==> config.mk <==
export PLATFORM = sky130hd
export DESIGN_NAME = flex_down_counter_flat
export DESIGN_NICKNAME = d
export VERILOG_FILES = /design/src/rtl/flex_down_counter_if.sv /design/src/rtl/flex_down_counter.sv /design/src/flat_wrapper.sv
export SDC_FILE = /design/constraint.sdc
export NUM_CORES = 1
export LEC_CHECK = 0
export BUFFER_PORTS_ARGS = -buffer_cell sky130_fd_sc_hd__buf_2
export CORE_AREA = 2 2 39 41
export CTS_CLUSTER_DIAMETER = 60
export DETAILED_ROUTE_END_ITERATION = 16
export DIE_AREA = 0 0 41 43
export GPL_ROUTABILITY_DRIVEN = 1
export PLACE_DENSITY = 0.57
export SYNTH_ARGS = -nofsm -noshare
export SYNTH_HDL_FRONTEND = slang
export SYNTH_SLANG_ARGS = --single-unit
==> constraint.sdc <==
create_clock -name clk -period 1.92 [get_ports clk]
set_input_delay 0.192 -clock clk [delete_from_list [all_inputs] [get_ports clk]]
set_output_delay 0.192 -clock clk [all_outputs]
set_load 0.05 [all_outputs]
==> src/rtl/flex_down_counter_if.sv <==
// rtl/flex_down_counter_if.sv - control/status bundle for the loadable down-counter
interface flex_down_counter_if #(
  parameter int NUM_CNT_BITS = 4
);
  logic                    clear;
  logic                    load;
  logic [NUM_CNT_BITS-1:0] load_value;
  logic                    count_enable;
  logic [NUM_CNT_BITS-1:0] count_out;
  logic                    zero_flag;
  logic                    done;
  logic                    busy;
  logic                    expired;

  modport master (
    output clear, load, load_value, count_enable,
    input  count_out, zero_flag, done, busy, expired
  );

  modport slave (
    input  clear, load, load_value, count_enable,
    output count_out, zero_flag, done, busy, expired
  );
endinterface

==> src/rtl/flex_down_counter.sv <==
// rtl/flex_down_counter.sv - loadable down-counter/timer with expiry pulse and optional auto-reload
module flex_down_counter #(
  parameter int NUM_CNT_BITS = 4,
  parameter bit AUTO_RELOAD  = 1'b0
) (
  input logic                 clk,
  input logic                 n_reset,
  flex_down_counter_if.slave  bus
);

  localparam logic [1:0] IDLE    = 2'd0;
  localparam logic [1:0] RUN     = 2'd1;
  localparam logic [1:0] EXPIRED = 2'd2;

  localparam logic [NUM_CNT_BITS-1:0] CNT_ZERO = '0;
  localparam logic [NUM_CNT_BITS-1:0] CNT_ONE  = NUM_CNT_BITS'(1);

  logic [1:0]              state;
  logic [NUM_CNT_BITS-1:0] count;
  logic [NUM_CNT_BITS-1:0] reload_reg;
  logic                    done_r;

  always_ff @(posedge clk) begin
    if (!n_reset) begin
      state      <= IDLE;
      count      <= CNT_ZERO;
      reload_reg <= CNT_ZERO;
      done_r     <= 1'b0;
    end else if (bus.clear) begin
      state  <= IDLE;
      count  <= CNT_ZERO;
      done_r <= 1'b0;
    end else if (bus.load) begin
      // a load always restarts the run and suppresses any coincident expiry
      reload_reg <= bus.load_value;
      count      <= bus.load_value;
      state      <= (bus.load_value != CNT_ZERO) ? RUN : IDLE;
      done_r     <= 1'b0;
    end else begin
      done_r <= 1'b0;
      case (state)
        RUN: begin
          if (bus.count_enable) begin
            if (count == CNT_ONE) begin
              done_r <= 1'b1;
              if (AUTO_RELOAD) begin
                count <= reload_reg;
              end else begin
                count <= CNT_ZERO;
                state <= EXPIRED;
              end
            end else begin
              count <= count - CNT_ONE;
            end
          end
        end
        IDLE, EXPIRED: begin
          count <= count;
        end
        default: begin
          state <= IDLE;
          count <= CNT_ZERO;
        end
      endcase
    end
  end

  assign bus.count_out = count;
  assign bus.zero_flag = (count == CNT_ZERO);
  assign bus.done      = done_r;
  assign bus.busy      = (state == RUN);
  assign bus.expired   = (state == EXPIRED);

endmodule

==> src/flat_wrapper.sv <==
// flat-port wrapper written by rule: the top's interface ports become plain ports
module flex_down_counter_flat 
#(
  parameter int NUM_CNT_BITS = 4,
  parameter bit AUTO_RELOAD  = 1'b0
)
  (clk, n_reset, bus_clear, bus_load, bus_load_value, bus_count_enable, bus_count_out, bus_zero_flag, bus_done, bus_busy, bus_expired);
  flex_down_counter_if #(.NUM_CNT_BITS(NUM_CNT_BITS)) bus_i ();
  input logic clk;
  input logic n_reset;
  input wire logic [$bits(bus_i.clear)-1:0] bus_clear;
  input wire logic [$bits(bus_i.load)-1:0] bus_load;
  input wire logic [$bits(bus_i.load_value)-1:0] bus_load_value;
  input wire logic [$bits(bus_i.count_enable)-1:0] bus_count_enable;
  output wire logic [$bits(bus_i.count_out)-1:0] bus_count_out;
  output wire logic [$bits(bus_i.zero_flag)-1:0] bus_zero_flag;
  output wire logic [$bits(bus_i.done)-1:0] bus_done;
  output wire logic [$bits(bus_i.busy)-1:0] bus_busy;
  output wire logic [$bits(bus_i.expired)-1:0] bus_expired;
  assign bus_i.clear = bus_clear;
  assign bus_i.load = bus_load;
  assign bus_i.load_value = bus_load_value;
  assign bus_i.count_enable = bus_count_enable;
  assign bus_count_out = bus_i.count_out;
  assign bus_zero_flag = bus_i.zero_flag;
  assign bus_done = bus_i.done;
  assign bus_busy = bus_i.busy;
  assign bus_expired = bus_i.expired;
  flex_down_counter #(.NUM_CNT_BITS(NUM_CNT_BITS), .AUTO_RELOAD(AUTO_RELOAD)) u_core (.clk(clk), .n_reset(n_reset), .bus(bus_i));
endmodule
; ---- Yosys cells after proc, flatten, opt, wreduce, memory -nomap -nowiden
; Cells that the tools add are included.
; Widths: inputs -> output; s select.
[word_totals]
rom_bits = 0
latch_bits = 0
mem_bits_rw = 0
memories = 0
out_inout_bits = 8
wordCells = 31
reg_bits = 7
in_bits = 9
[classes]
div_mod_pow = 0
shifts = 0
reduce_logical = 8
muxes = 10
n_mul = 0
n_eq_ne = 6
order_cmp = 0
addsub = 1
bitwise = 3
[op_table]
columns = operator, count
row1 = $mux 4, 3
row2 = $pmux 4 s2, 1
row3 = $mux 2, 3
row4 = $reduce_or 5->1, 1
row5 = $eq 4x1->1 const B, 1
row6 = $logic_not 4->1, 1
row7 = $pmux 2 s2, 1
row8 = $reduce_bool 4->1, 1
row9 = $reduce_or 2->1, 2
row10 = $sub 4x1->4 const B, 1
row11 = $ne 3x2->1 const B, 1
row12 = $ne 3x3->1 const B, 1
row13 = $not 1->1, 3
row14 = $reduce_and 3->1, 1
row15 = $eq 2x1->1 const B, 1
row16 = $eq 2x2->1 const B, 1
row17 = $logic_not 2->1, 1
row18 = $mux 1, 2
row19 = $ne 2x2->1 const B, 1
row20 = $reduce_and 2->1, 1

; ---- Logic depth before layout (Yosys ltp)
[logic_depth]
word_depth = 5
mapped_depth = 5
depth_no_buf = 5

; ---- Worst setup path before layout
; Ideal clock, no wire load.
[synth_path]
kind = register -> register
start = reg u_core.count[0], in the netlist u_core.bus.count_out[0]
end = reg u_core.count[3], in the netlist u_core.bus.count_out[3]
slack_ns = 0.294
setup_ns = 0.130
arrival_ns = 1.496
path_stages_with_launch = 5
path_cell_list = dfxtp_1 -> ha_1 -> or3b_4 -> o2111ai_1 -> a31oi_1
[synth_between]
elab_chain_len = 5
elab_cells_between_ends = 6
classes_between = add/sub: 1 / eq/ne: 1 / mux: 4
[synth_lines]
columns = item, line_no
row1 = "start, declared", flex_down_counter.sv:19  ; logic [NUM_CNT_BITS-1:0] count;
row2 = "start signal, assigned", flex_down_counter.sv:36  ; count <= bus.load_value;
row3 = "start signal, assigned", flex_down_counter.sv:47  ; count <= reload_reg;
row4 = "start signal, assigned", flex_down_counter.sv:53  ; count <= count - CNT_ONE;
row5 = $sub 4x1->4 / $eq 4x1->1 (equally long branches), "flex_down_counter.sv:53, flex_down_counter.sv:44"
row6 = $mux 4 (*), flex_down_counter.sv:44  ; if (count == CNT_ONE) begin
row7 = $mux 4 (*), flex_down_counter.sv:43  ; if (bus.count_enable) begin
row8 = $pmux 4 s2 (*), flex_down_counter.sv:41  ; case (state)
row9 = $mux 4 (*), flex_down_counter.sv:33  ; end else if (bus.load) begin
; Mark *: on every way between the ends. The rest lies on a longest branch, timed or not. The select of a mux whose other input is x is not followed.
; A chain may end at the register's enable or synchronous reset.

; ---- Worst setup path after layout
[layout_path]
start = reg u_core.count[0], in the netlist u_core.bus.count_out[0]
end = out bus_zero_flag
[layout_between]
elab_chain_len = 1
[layout_lines]
columns = item, line_no
row1 = $logic_not 4->1, flex_down_counter.sv:69  ; assign bus.zero_flag = (count == CNT_ZERO);
row2 = "end, declared", flat_wrapper.sv:16  ; output wire logic [$bits(bus_i.zero_flag)-1:0] bus_zero_flag;
; No other way between the ends.

==> flow_metrics.tcl <==
set metrics [dict create \
    status "complete, no violations" \
    startpoint_type "flop" \
    syn_area_um2 443 \
    cts_buffers 3 \
    clockPowerShare 0.365 \
    first_iter_violations 15 \
    worstSkewPairLatency_ps 260 \
    synthCells 51 \
    met1_length_um 508 \
    finalSetupViolCount 0 \
    ys_types 25 \
    p_comb_frac 0.222 \
    path_max_fanout 6 \
    synth_top_cell_by_area "dfxtp_1" \
    min_path_type "input port to flop" \
    synth-main-ff-cell "dfxtp_1" \
    io_buffers 16 \
    grt_max_degree 15 \
    die_w_um 41 \
    multi_input_area_um2 279 \
    dr_total_vias 446 \
    period_needed_ps 1570 \
    hold_viol_final 0 \
    floorplan.die.height_um 43 \
    ioPinCount 17 \
    grt_use_total 0.149 \
    cts_tree "done" \
    switching_share 0.323 \
    fmax_mhz 637 \
    cts_resized 0 \
    fillers 155 \
    dp_hpwl_um 784 \
    switchingPower_mw 0.123 \
    cts_max_path_buffers 2 \
    worstPathCellList "inv_1 > ha_1 > and2_1 > buf_2" \
    p_per_area_nw_per_um2 675 \
    clk_transition_reported_paths_ps 50 \
    die_area_um2 1760 \
    drcViolationCount 0 \
    synth_edf_count 0 \
    yosys-top-cells-count "dfxtp_1, inv_1, nand2_1" \
    met2WireLength_um 467 \
    slew_violations 0 \
    relSlewSlack 0.742 \
    synth_nets 62 \
    arrival_ps 1380 \
    ant_nets 0 \
    syn_avg_cell_area_um2 8.68 \
    rows 14 \
    finalCritPeriodShare 0.817 \
    gp_congestion 0.732 \
    ys_warn_count 0 \
    wl_per_cell_um 12.7 \
    ys_ff_latch 7 \
    gr-total-overflow 0 \
    routed_wl_um 1090 \
    cap_violations 0 \
    leakage_nw 0.233 \
    regArea_um2 140 \
    layout-drive-gt1-share 0.357 \
    cts_setup_buffers 0 \
    antenna_cells 0 \
    end_kind "primary output" \
    top_layer_used "met4" \
    async_flop_share 0 \
    slowest_stage "dfxtp_1" \
    cts_max_level 1 \
    grt_setup_unrepaired "no" \
    initial_utilization 0.320 \
    max_stage_delay_ps 430 \
    fin_nets 82 \
    synth_top_area_share 0.316 \
    internal-power_mw 0.258 \
    cts_sinks 7 \
    synth_area_leaders "dfxtp_1, a221oi_2, a31oi_1, ha_1, inv_1" \
    setup_tns_ps 0 \
    grt_pass1_vias 385 \
    seqPwrFrac 0.412 \
    routed_via_density 5.19 \
    tightest_slew_ps 385 \
    path_class "flop to primary output" \
    core_um2 1380 \
    area_growth_pct 27.4 \
    routed-wl-met3_um 85 \
    antenna_found_initial 0 \
    clockRootBuffer "clkbuf_4" \
    drtPass1Iterations 4 \
    grt_pass1_wl_um 1660 \
    vdd_drop_max_uv 312 \
    cts.hold.buffers_added 0 \
    seq_area_frac_synth 0.316 \
    critPathRequiredTime_ps 1730 \
    synth_most_common_cell "dfxtp_1" \
    final_core_util 0.408 \
    clock_skew_ps 3.42 \
]
cells in the final DEF, fill, tap and decap left out, types with 2 or more instances in the layout:
cell type / synthesis / final
nand3b_1: 2 / 2
nand2b_1: 3 / 3
clkbuf_4: 0 / 3
nand4_1: 2 / 2
dfxtp_1: 7 / 7
buf_2: 1 / 16
a31oi_1: 4 / 4
nor2_1: 2 / 2
o211ai_1: 2 / 2
inv_1: 5 / 5
o21ai_1: 2 / 2
ha_1: 2 / 2
nand2_1: 5 / 5
a221oi_2: 2 / 2
metrics by stage:
stage | hold WS, ps | instances | setup WS, ps | instance area [µm²] | total power, mW
2_1_floorplan | 347 | 51 | 294 | 443 | 0.219
3_3_place_gp | 470 | 82 | 604 | 538 | 0.245
3_5_place_dp | 468 | 82 | 585 | 538 | 0.244
4_1_cts | 194 | 86 | 361 | 564 | 0.386
5_1_grt | 188 | 86 | 295 | 564 | 0.403
6_report | 199 | 86 | 351 | 564 | 0.381
worst max-delay path: cells and delay by family, from the launching register on:
| kind | cells | cell delay (ps) |
|---|---|---|
| adder cells (fa/ha/maj) | 1 | 250 |
| buffers and inverters | 2 | 290 |
| flip-flops | 1 | 430 |
| AND/OR/NAND/NOR | 1 | 140 |
cells by family (layout without fill, tap and decap cells):
family / Yosys count / in the layout / synth area share
buf+inv: 6 / 25 / 0.0537
simple gates: 21 / 21 / 0.288
fa+ha+maj: 2 / 2 / 0.0565
flops: 7 / 7 / 0.316
compound gates: 15 / 15 / 0.285
flip-flops by register name, indices dropped and copies added (netlist names):
name	count
u_core.bus.done	1
u_core.state	2
u_core.bus.count_out	4
power by group through the flow:
stage | logic, mW | registers [mW] | clock network [mW]
final | 0.0847 | 0.157 | 0.139
after global routing | 0.0914 | 0.158 | 0.154
after CTS | 0.0846 | 0.157 | 0.144
after detailed placement | 0.0843 | 0.160 | 0
after global placement | 0.0849 | 0.160 | 0
after floorplan | 0.0484 | 0.171 | 0
metal layers:
layer / vias up / global-route usage
met5: - / 0
met4: 0 / 0.120
met3: 4 / 0.0838
met2: 16 / 0.178
met1: 196 / 0.183
li1: 230 / -
final timing paths:
path	from	endpoint	slack, ps	depth (start not counted)
worst max register to register	u_core.bus.count_out[0]$_SDFFE_PP0P_	u_core.bus.count_out[3]$_SDFFE_PP0P_	570	4
worst min register to register	u_core.bus.count_out[1]$_SDFFE_PP0P_	u_core.bus.count_out[1]$_SDFFE_PP0P_	520	2
worst max-delay path	u_core.bus.count_out[0]$_SDFFE_PP0P_	bus_zero_flag	350	4
worst min-delay path	bus_load_value[1]	u_core.bus.count_out[1]$_SDFFE_PP0P_	200	3
area by class of cell:
type                            count  share of cell area
Clock buffer                        4              0.0466
Inverter                            5              0.0333
Multi-Input combinational cell     38               0.494
Sequential cell                     7               0.248
Tap cell                           16              0.0355
Timing Repair Buffer               16               0.142
No activity file was read; power rests on OpenSTA's default activity.
